### src/rtl/instr_encoder.sv
// instr_encoder: packs decoded instruction fields into 16-bit words and
// streams them through a small FIFO into instruction memory.
module instr_encoder #(
   parameter int ADDR_W     = 8,
   parameter int FIFO_DEPTH = 4,
   parameter int BASE_ADDR  = 0
) (
   input  logic              clk,
   input  logic              rst,
   input  logic              in_valid,
   output logic              in_ready,
   input  logic [3:0]        in_op,
   input  logic [3:0]        in_rd,
   input  logic [3:0]        in_rs,
   input  logic [3:0]        in_rt,
   input  logic [11:0]       in_imm,
   input  logic              restart,
   output logic              imem_we,
   output logic [ADDR_W-1:0] imem_addr,
   output logic [15:0]       imem_wdata,
   input  logic              imem_ack,
   output logic              busy,
   output logic [ADDR_W:0]   word_count,
   output logic              trunc_err,
   output logic              wrapped
);

   localparam int PW = $clog2(FIFO_DEPTH);
   localparam logic [ADDR_W-1:0] LP_BASE = ADDR_W'(BASE_ADDR);
   localparam logic [PW:0] LP_DEPTH = (PW+1)'(FIFO_DEPTH);

   typedef enum logic {
      S_IDLE,
      S_WRITE
   } state_t;

   state_t            r_state;
   state_t            w_next;
   logic [15:0]       r_mem [FIFO_DEPTH];
   logic [PW-1:0]     r_wptr;
   logic [PW-1:0]     r_rptr;
   logic [PW:0]       r_count;
   logic [PW:0]       w_count_nxt;
   logic [ADDR_W-1:0] r_addr;
   logic [ADDR_W:0]   r_wcnt;
   logic              r_trunc;
   logic              r_wrap;
   logic [15:0]       w_word;
   logic              w_trunc;
   logic              w_push;
   logic              w_pop;
   logic              w_restart;

   // Pack fields; w_trunc flags immediate bits that do not fit the field.
   always_comb begin
      w_word  = 16'h0000;
      w_trunc = 1'b0;
      unique case (in_op)
         4'h0, 4'h1, 4'h2, 4'h3, 4'h4, 4'h5, 4'h6:
            w_word = {in_op, in_rd, in_rs, in_rt};
         4'h7, 4'hA:
            w_word = {in_op, in_rd, in_rs, 4'h0};
         4'h8: begin
            w_word  = {in_op, in_rd, in_rs, in_imm[3:0]};
            w_trunc = |in_imm[11:4];
         end
         4'h9: begin
            w_word  = {in_op, in_rt, in_rs, in_imm[3:0]};
            w_trunc = |in_imm[11:4];
         end
         4'hB: begin
            w_word  = {in_op, in_rd, in_imm[7:0]};
            w_trunc = |in_imm[11:8];
         end
         4'hC:
            w_word = {in_op, in_imm};
         4'hD, 4'hE: begin
            w_word  = {in_op, in_rs, in_rt, in_imm[3:0]};
            w_trunc = |in_imm[11:4];
         end
         default:
            w_word = 16'hF000;
      endcase
   end

   assign in_ready    = !rst && (r_count < LP_DEPTH);
   assign w_push      = in_valid && in_ready;
   assign imem_we     = (r_state == S_WRITE);
   assign w_pop       = imem_we && imem_ack;
   assign busy        = (r_count != '0);
   assign w_restart   = restart && !busy;
   assign w_count_nxt = r_count + {{PW{1'b0}}, w_push}
                                - {{PW{1'b0}}, w_pop};

   assign imem_addr  = r_addr;
   assign imem_wdata = imem_we ? r_mem[r_rptr] : 16'h0000;
   assign word_count = r_wcnt;
   assign trunc_err  = r_trunc;
   assign wrapped    = r_wrap;

   always_comb begin
      w_next = r_state;
      unique case (r_state)
         S_IDLE:
            if (r_count != '0 || w_push) w_next = S_WRITE;
         S_WRITE:
            if (w_count_nxt == '0) w_next = S_IDLE;
         default:
            w_next = S_IDLE;
      endcase
   end

   always_ff @(posedge clk) begin
      if (w_push) r_mem[r_wptr] <= w_word;
   end

   always_ff @(posedge clk) begin
      if (rst) begin
         r_state <= S_IDLE;
         r_wptr  <= '0;
         r_rptr  <= '0;
         r_count <= '0;
         r_addr  <= LP_BASE;
         r_wcnt  <= '0;
         r_trunc <= 1'b0;
         r_wrap  <= 1'b0;
      end else begin
         r_state <= w_next;
         r_count <= w_count_nxt;
         if (w_push) r_wptr <= r_wptr + 1'b1;
         if (w_pop) r_rptr <= r_rptr + 1'b1;
         // Restart only happens when idle, so it never races an ack.
         if (w_restart) begin
            r_addr  <= LP_BASE;
            r_wcnt  <= '0;
            r_wrap  <= 1'b0;
            r_trunc <= w_push && w_trunc;
         end else begin
            if (w_pop) begin
               r_addr <= r_addr + 1'b1;
               r_wcnt <= r_wcnt + 1'b1;
               if (&r_addr) r_wrap <= 1'b1;
            end
            if (w_push && w_trunc) r_trunc <= 1'b1;
         end
      end
   end

endmodule

### config.mk
export PLATFORM = sky130hd
export DESIGN_NAME = instr_encoder
export DESIGN_NICKNAME = d
export VERILOG_FILES = /design/src/rtl/instr_encoder.sv
export SDC_FILE = /design/constraint.sdc
export NUM_CORES = 1
export LEC_CHECK = 0
export CORE_MARGIN = 2
export CORE_UTILIZATION = 47
export DETAILED_ROUTE_END_ITERATION = 6
export PLACE_DENSITY = 0.78
export SLEW_MARGIN = 0
export SYNTH_ARGS = -nofsm -noshare
export SYNTH_HDL_FRONTEND = slang
export SYNTH_SLANG_ARGS = --single-unit
### constraint.sdc
create_clock -name clk -period 3.04 [get_ports clk]
set_input_delay 0.76 -clock clk [delete_from_list [all_inputs] [get_ports clk]]
set_output_delay 0.76 -clock clk [all_outputs]
set_load 0.01 [all_outputs]
-- After elaboration in Yosys (flattened, before gate mapping)
Memory sizes are Yosys's and may differ from the RTL's. A register that Yosys moved wholly into a read port is not among the register bits.
Index checks and enable logic that the tools add are counted.
- register bits: 27
- bits in writable memories: 64
- word-level logic and storage cells: 63
- input bits: 33
- memories: 1
- bitwise gates (word level): 1
- reduce and logical (&&, ||, !) cells: 20
- equal/unequal tests: 14
- add/sub/neg operators: 6
- $lt $le $gt $ge: 1
- multiplexer cells: 12
- memories (memory ; depth ; bits a word ; read ports ; clocked after Yosys merged registers in ; wr ports ; line ; RTL):
    r_mem ; 4 ; 16 ; 1 ; 1 ; 1 ; 39 ; logic [15:0] r_mem [FIFO_DEPTH];
- operator list (kind ; number):
    case mux 16 bit (7 select lines) ; 1
    equality test 4 bit, second input constant ; 7
    equality test 4 x 3 -> 1 bit, second input constant ; 4
    two-way mux 16 bit ; 1
    adder 9 x 1 -> 9 bit, second input constant ; 1
    AND reduction 9 bit ; 1
    adder 8 x 1 -> 8 bit, second input constant ; 1
    equality test 4 x 2 -> 1 bit, second input constant ; 2
    OR reduction 4 bit ; 2
    OR reduction 8 bit ; 1
    OR reduction 7 bit ; 1
    two-way mux 1 bit ; 6
    OR reduction 2 bit ; 3
    logical AND 1 bit ; 5
    adder 2 x 1 -> 2 bit, second input constant ; 2
    equality test 4 x 1 -> 1 bit, second input constant ; 1
    zero test 4 bit ; 1
    two-way mux 2 bit ; 2
    case mux 1 bit (2 select lines) ; 2
    adder 3 x 1 -> 3 bit ; 1
    zero test 3 bit ; 1
    < comparator 3 bit, second input constant ; 1
    nonzero test 3 bit ; 1
    subtractor 3 x 1 -> 3 bit ; 1
    other kinds (4) ; 5

-- Depth between registers and ports, before layout
Gate-level depths: netlist of run 1.
- word-level depth: 8
- mapped depth: 11
- mapped depth without buffers: 10

-- Worst setup path before layout of run 1
Ideal clock, no wire load.
- path type: input to register
- start: input port rst
- end: register r_state (netlist: imem_we)
- data arrival time: 2.464 ns
- required time: 2.916 ns
- stages on the path: 10
- slack: 0.452 ns
- path through: nor3b_2 inv_1 ha_1 inv_1 ha_1 inv_1 fa_1 xor2_1 xnor2_1 a21oi_1
- cells in the longest elaborated chain, start to end: 8
- RTL lines (item ; line ; RTL):
    from (decl) ; 9 ; input logic rst,
    zero test 1 bit ; 86 ; assign in_ready = !rst && (r_count < LP_DEPTH);
    logical AND 1 bit ; 86 ;
    logical AND 1 bit ; 87 ; assign w_push = in_valid && in_ready;
    adder 3 x 1 -> 3 bit ; 92 ; assign w_count_nxt = r_count + {{PW{1'b0}}, w_push}
    subtractor 3 x 1 -> 3 bit ; 93 ; - {{PW{1'b0}}, w_pop};
    zero test 3 bit ; 107 ; if (w_count_nxt == '0) w_next = S_IDLE;
    two-way mux 1 bit ; 107 ;
    case mux 1 bit (2 select lines) ; 103 ; unique case (r_state)
    to (signal assigned) ; 128 ; r_state <= w_next;
    to (decl) ; 37 ; state_t r_state;
Parallel ways exist; a longest one is shown, timed or not.
A chain may end at the register's enable or synchronous reset.

==> run metrics, run 1 <==
DIE AREA 9900 µm²; max-cap check violation count 0; max_slew headroom 0.620; Post-DP HPWL 6310 µm; RSZ-0062 raised after global routing no; Storage cell area 2500 µm²; type of element capturing the critical path output pin; Post-Synthesis Cell Area 4280 µm²; cell breakdown of the critical path buf_6 > mux4_1 > and2_1 > clkdlybuf4s50_1; vias in the first global route 2804; DR WL/cell 17.7 µm; Final Instance Count excl. Fillers 505; number of unique standard cell types used by synthesis 47; share of the clock period used by the worst path after layout 0.967; nature of the critical path startpoint register; top post-synthesis cells by area edfxtp_1, dfxtp_1, mux4_1, and2_1, ha_1; flops & latches, synth 93; WL final 8920 µm; area occupied by multi-input gates 1600 µm²; number of buffers inserted during clock tree synthesis 9; final hold vios 0; Post-Synthesis Cells 315; Static Leakage 1.83 nW; post-DR vias/cell 5.64; post-synthesis to final-layout area growth 24.3%; largest area contributor in the netlist edfxtp_1; all-layer global routing usage 0.188; routability congestion estimate from global placement 0.859; setup violators final 0; largest net degree at the start of global routing 22; share of flip-flops with an asynchronous set or reset after synthesis 0; number of clock sinks 93; sequential area share after synthesis 0.584; number of enable flip-flop cells after synthesis 64; number of max-slew violations in the final report 0; die height 99.5 µm; count of nets after finishing 434; Main synth FF type edfxtp_1; Slew @ Worst Pin 568 ps; number of port buffers 70; count of inserted antenna diode cells 0; hold-fix buffers at CTS 0; Data arrival, critical path 2180 ps; Inst Count DP 489; r2r setup slk 750 ps; proportion of netlist area held by the largest area contributor 0.449; largest voltage drop on the vdd net 0.000224 V; residual overflow from global routing 0; biggest cell delay along the critical path 600 ps; number of design rule violations left after detail routing 0; number of antenna violations at the first check in global routing 0; Critical Path Slowest Stage Cell mux4_1; net count after synthesis 357; worst hold path stage count 2; data required time of the worst path 2280 ps; clock tree from TritonCTS yes; accumulated negative setup slack 0 ps; width of the die 99.5 µm; # resized after CTS 0; Max Fclk 340 MHz; number of design-rule violations left by the first detailed-router iteration 195; PD cells 587 nW/µm²; top fanout value on the critical path 16; clk root buf clkbuf_8; DR pass1 iterations 4; Post-Syn Area per Cell 13.6 µm²; CTS H-tree lvls 3; clock insertion delay at the later pin of the skew report 350 ps; final critical-path required period 2940 ps; wire length of the first global-routing pass 14300 µm; Setup CP Type register to output pin; Syn. warnings 0; Final ANT Viol Nets 0; number of cells traversed by the worst register-to-register path 11; Worst-path clk slew 100 ps; total number of vias 2850; worst clock skew 11.5 ps; layout cells sized above 1 0.106; Hold WC Path Type register to register; initial core utilization 0.489; Max clock buf depth 2; number of setup buffers added after CTS 0; number of top-level pins 71; count of filler cells inserted in the layout 677; core region area 8760 µm²; FP Rows 34; result of the run finished clean
final timing paths:
path | startpoint | endpoint
worst max-delay path | register | imem_wdata[11]
worst max register to register | imem_we | imem_we
worst min-delay path | word_count[8] | word_count[8]
worst min register to register | word_count[8] | word_count[8]
critical path, delay by kind of cell, from the launching register on:
kind / cells / cell delay (ps)
buffers and inverters: 2 / 690
and+or+nand+nor: 1 / 180
DFF: 1 / 340
muxes: 1 / 600
metal layers:
layer  global-route usage  vias to the layer above  part of all wire
met5                    0                        -                 0
li1                     -                     1362                 -
met4               0.0717                        0             0.019
met3               0.0281                       13             0.050
met1                0.245                     1381              0.42
met2                0.320                       94              0.51
cell usage in the layout (no fill, tap or decap), types with 9 or more instances in the layout:
master,instances
a21oi_1,16
clkbuf_8,9
and2_1,20
inv_1,17
edfxtp_1,64
nor2_1,16
nand2_1,12
dfxtp_1,29
mux4_1,15
buf_4,14
clkdlybuf4s50_1,70
power by group:
group / total [mW] / leakage, nW / internal [mW] / switching [mW]
combinational: 0.830 / 0.913 / 0.443 / 0.387
sequential: 1.51 / 0.818 / 1.45 / 0.0607
clock: 0.788 / 0.103 / 0.352 / 0.436
per-stage QoR:
stage / power [mW] / setup slack [ps] / area (µm²) / util / hold slack [ps]
global placement: 2.35 / 206 / 5130 / 0.586 / 461
CTS: 3.15 / 16.2 / 5320 / 0.607 / 497
floorplan: 2.01 / 452 / 4280 / - / 485
global route: 3.28 / 41.2 / 5330 / 0.608 / 505
detailed placement: 2.37 / 168 / 5130 / 0.586 / 481
finish: 3.12 / 100 / 5330 / 0.608 / 491
final cells by class:
type                       count  area share
sequential                    93       0.470
multi-input combinational    185       0.300
timing repair buffer          86       0.157
clock buffer                  10      0.0280
tap                          108      0.0254
inverter                      17      0.0120
clock inverter                 6     0.00775
synthesized netlist by cell type, drive strengths merged (2+ instances only):
cell type and count:
o21ai 9, ha 8, a221o 5, mux4 16
and2 20, xnor2 4, nand4 4, a32oi 3
nand2 12, buf 10, or3b 2, nand3b 3
clkbuf 10, nor2b 4, xor2 6, dfxtp 29
or3 7, mux2 3, or4 7, inv 17
o31ai 7, a21boi 4, nor2 16, o221ai 3
mux2i 4, edfxtp 64, a22oi 3, a21oi 17
nand3 8
flip-flops by register name (all words and copies together) (netlist names), named ones only:
signal / count
trunc_err: 1
imem_addr: 8
r_mem: 64
imem_we: 1
word_count: 9
r_rptr: 2
wrapped: 1
r_wptr: 2
r_count: 3
logic make-up (layout without fill, tap and decap cells):
group	Yosys count	after routing	synth area share
flops	93	93	0.584
fa+ha+maj	9	9	0.0280
xor+xnor	10	10	0.0204
mux	23	23	0.114
compound gates	56	56	0.0917
simple gates	87	87	0.118
buf+inv	37	119	0.0429
(Power assumes the default switching activity.)
==> run 2, diff against run 1 <==
--- a/config.mk
+++ b/config.mk
@@ -8,8 +8,11 @@
 export CORE_MARGIN = 2
 export CORE_UTILIZATION = 47
 export DETAILED_ROUTE_END_ITERATION = 6
+export GPL_ROUTABILITY_DRIVEN = 0
+export GPL_TIMING_DRIVEN = 0
 export PLACE_DENSITY = 0.78
 export SLEW_MARGIN = 0
 export SYNTH_ARGS = -nofsm -noshare
 export SYNTH_HDL_FRONTEND = slang
 export SYNTH_SLANG_ARGS = --single-unit
+export TNS_END_PERCENT = 100
==> run metrics, run 2 (same netlist as run 1, synthesis figures left out) <==
result of the run finished clean; share of the clock period used by the worst path after layout 0.979; number of design-rule violations left by the first detailed-router iteration 225; setup violators final 0; max FFs per register 64; power consumption 3.33 mW; Max Fclk 336 MHz; residual overflow from global routing 0; initial core utilization 0.489; width of the die 99.5 µm; final critical-path required period 2980 ps; total number of vias 2952; utilization of the core after routing 0.611; largest net degree at the start of global routing 17; DR pass1 iterations 4; worst reg2reg path endpoint imem_we; type of element capturing the critical path output pin; Hold WC Path Type register to register; worst clock skew 5.76 ps; r2r setup slk 650 ps; Static Leakage 1.85 nW; Setup CP Type input port to output pin; count of nets after finishing 436; number of cells traversed by the worst register-to-register path 10; FP Rows 34; DIE AREA 9900 µm²; Worst-path clk slew 80 ps; largest voltage drop on the vdd net 0.000251 V; CTS H-tree lvls 3; Slew @ Worst Pin 912 ps; worst hold path stage count 2; worst setup slack before clock tree synthesis -305 ps; PD cells 622 nW/µm²; top register by number of flip-flops r_mem; commonest non-fill, non-tap cell in the layout clkdlybuf4s50_1; top fanout value on the critical path 10; number of max-slew violations in the final report 0; vias in the first global route 2829; clock insertion delay at the later pin of the skew report 350 ps; Min-Delay Startpoint word_count[8]; max-cap check violation count 0; number of antenna violations at the first check in global routing 0; hold-fix buffers at CTS 0; number of design rule violations left after detail routing 0; count of inserted antenna diode cells 0; clk root buf clkbuf_8; commonest non-fill, non-tap cells in the layout clkdlybuf4s50_1, edfxtp_1, dfxtp_1; die height 99.5 µm; max_slew headroom 0.392; WL final 9260 µm; Worst Setup Slack, final 64.0 ps; end point of the worst hold path word_count[8]; layout cells sized above 1 0.0902; number of top-level pins 71; Data arrival, critical path 2220 ps; Final ANT Viol Nets 0; number of clock sinks 93; data required time of the worst path 2280 ps; post-synthesis to final-layout area growth 25.0%; number of port buffers 67; all-layer global routing usage 0.196; Max clock buf depth 2; Post-DP HPWL 6360 µm; RSZ-0062 raised after global routing yes; core region area 8760 µm²; nature of the critical path startpoint input port; post-DR vias/cell 5.82; wire length of the first global-routing pass 14700 µm; DR WL/cell 18.3 µm; clock tree from TritonCTS yes; launch point of the worst reg-to-reg path r_count[2]; number of buffers inserted during clock tree synthesis 9; final hold vios 0
[run 2: changes by cell type in the layout (fill, tap and decap cells not counted), moves of 3 or more]
cell / delta
clkbuf_1: +11
bufinv_16: +3
clkdlybuf4s50_1: -5
inv_4: -3
buf_2: +4
buf_4: -10
[run 2: worst max-delay path by stage]
stage                         from       endpoint  slack [ps]  depth (start not counted)
final                          rst       in_ready          60                          4
after global routing           rst       in_ready         -20                          4
after CTS                 register  imem_wdata[8]          20                          5
after detailed placement  in_valid        imem_we        -310                         11
after global placement    in_valid        imem_we        -260                         11
after floorplan                rst        imem_we         450                         10
[run 2: metal layers]
layer  GRT usage  vias up  share of wire
met3      0.0408       20          0.063
li1            -     1359              -
met2       0.314      132           0.50
met1       0.259     1441           0.42
met4      0.0854        0          0.023
met5           0        -              0
[run 2: power by group]
group | total [mW] | internal, mW | switching, mW
Clock | 0.957 | 0.545 | 0.412
Sequential | 1.49 | 1.45 | 0.0485
Combinational | 0.877 | 0.453 | 0.424
Total | 3.33 | 2.44 | 0.885
[run 2: metrics by stage]
step	instance area, µm²	TNS [ps]	std cells	hold WS [ps]
after floorplan	4280	0	315	485
after detailed placement	5090	-616	490	469
after global routing	5360	-20.4	507	502
after global placement	5090	-501	490	459
final	5360	0	507	484
after CTS	5320	0	505	489
[run 2: final cells by class]
cell class | count | area (µm²)
Inverter | 17 | 63.8
Multi-Input combinational cell | 185 | 1600
Fill cell | 671 | 3410
Timing Repair Buffer | 69 | 699
Clock inverter | 5 | 100
Buffer | 19 | 119
Sequential cell | 93 | 2500
Clock buffer | 11 | 131
Tap cell | 108 | 135
[run 2: repair_timing]
action,4_1_cts,5_1_grt
setup buffers,0,2
endpoints found under the hold margin,0,0
gates resized for setup,2,2
setup endpoints to repair,10,6
pin swaps,0,0
[run 2: critical path, cell delays in order]
cell and delay, ps:
clkdlybuf4s50_1 520, clkbuf_1 360, nor2_1 80, clkdlybuf4s50_1 490
==> run 3, diff against run 2 <==
--- a/config.mk
+++ b/config.mk
@@ -7,6 +7,7 @@
 export LEC_CHECK = 0
 export CORE_MARGIN = 2
 export CORE_UTILIZATION = 47
+export CTS_CLUSTER_SIZE = 20
 export DETAILED_ROUTE_END_ITERATION = 6
 export GPL_ROUTABILITY_DRIVEN = 0
 export GPL_TIMING_DRIVEN = 0
==> results of run 3 <==
Final layout, timing and power as in run 2 (identical DEF).
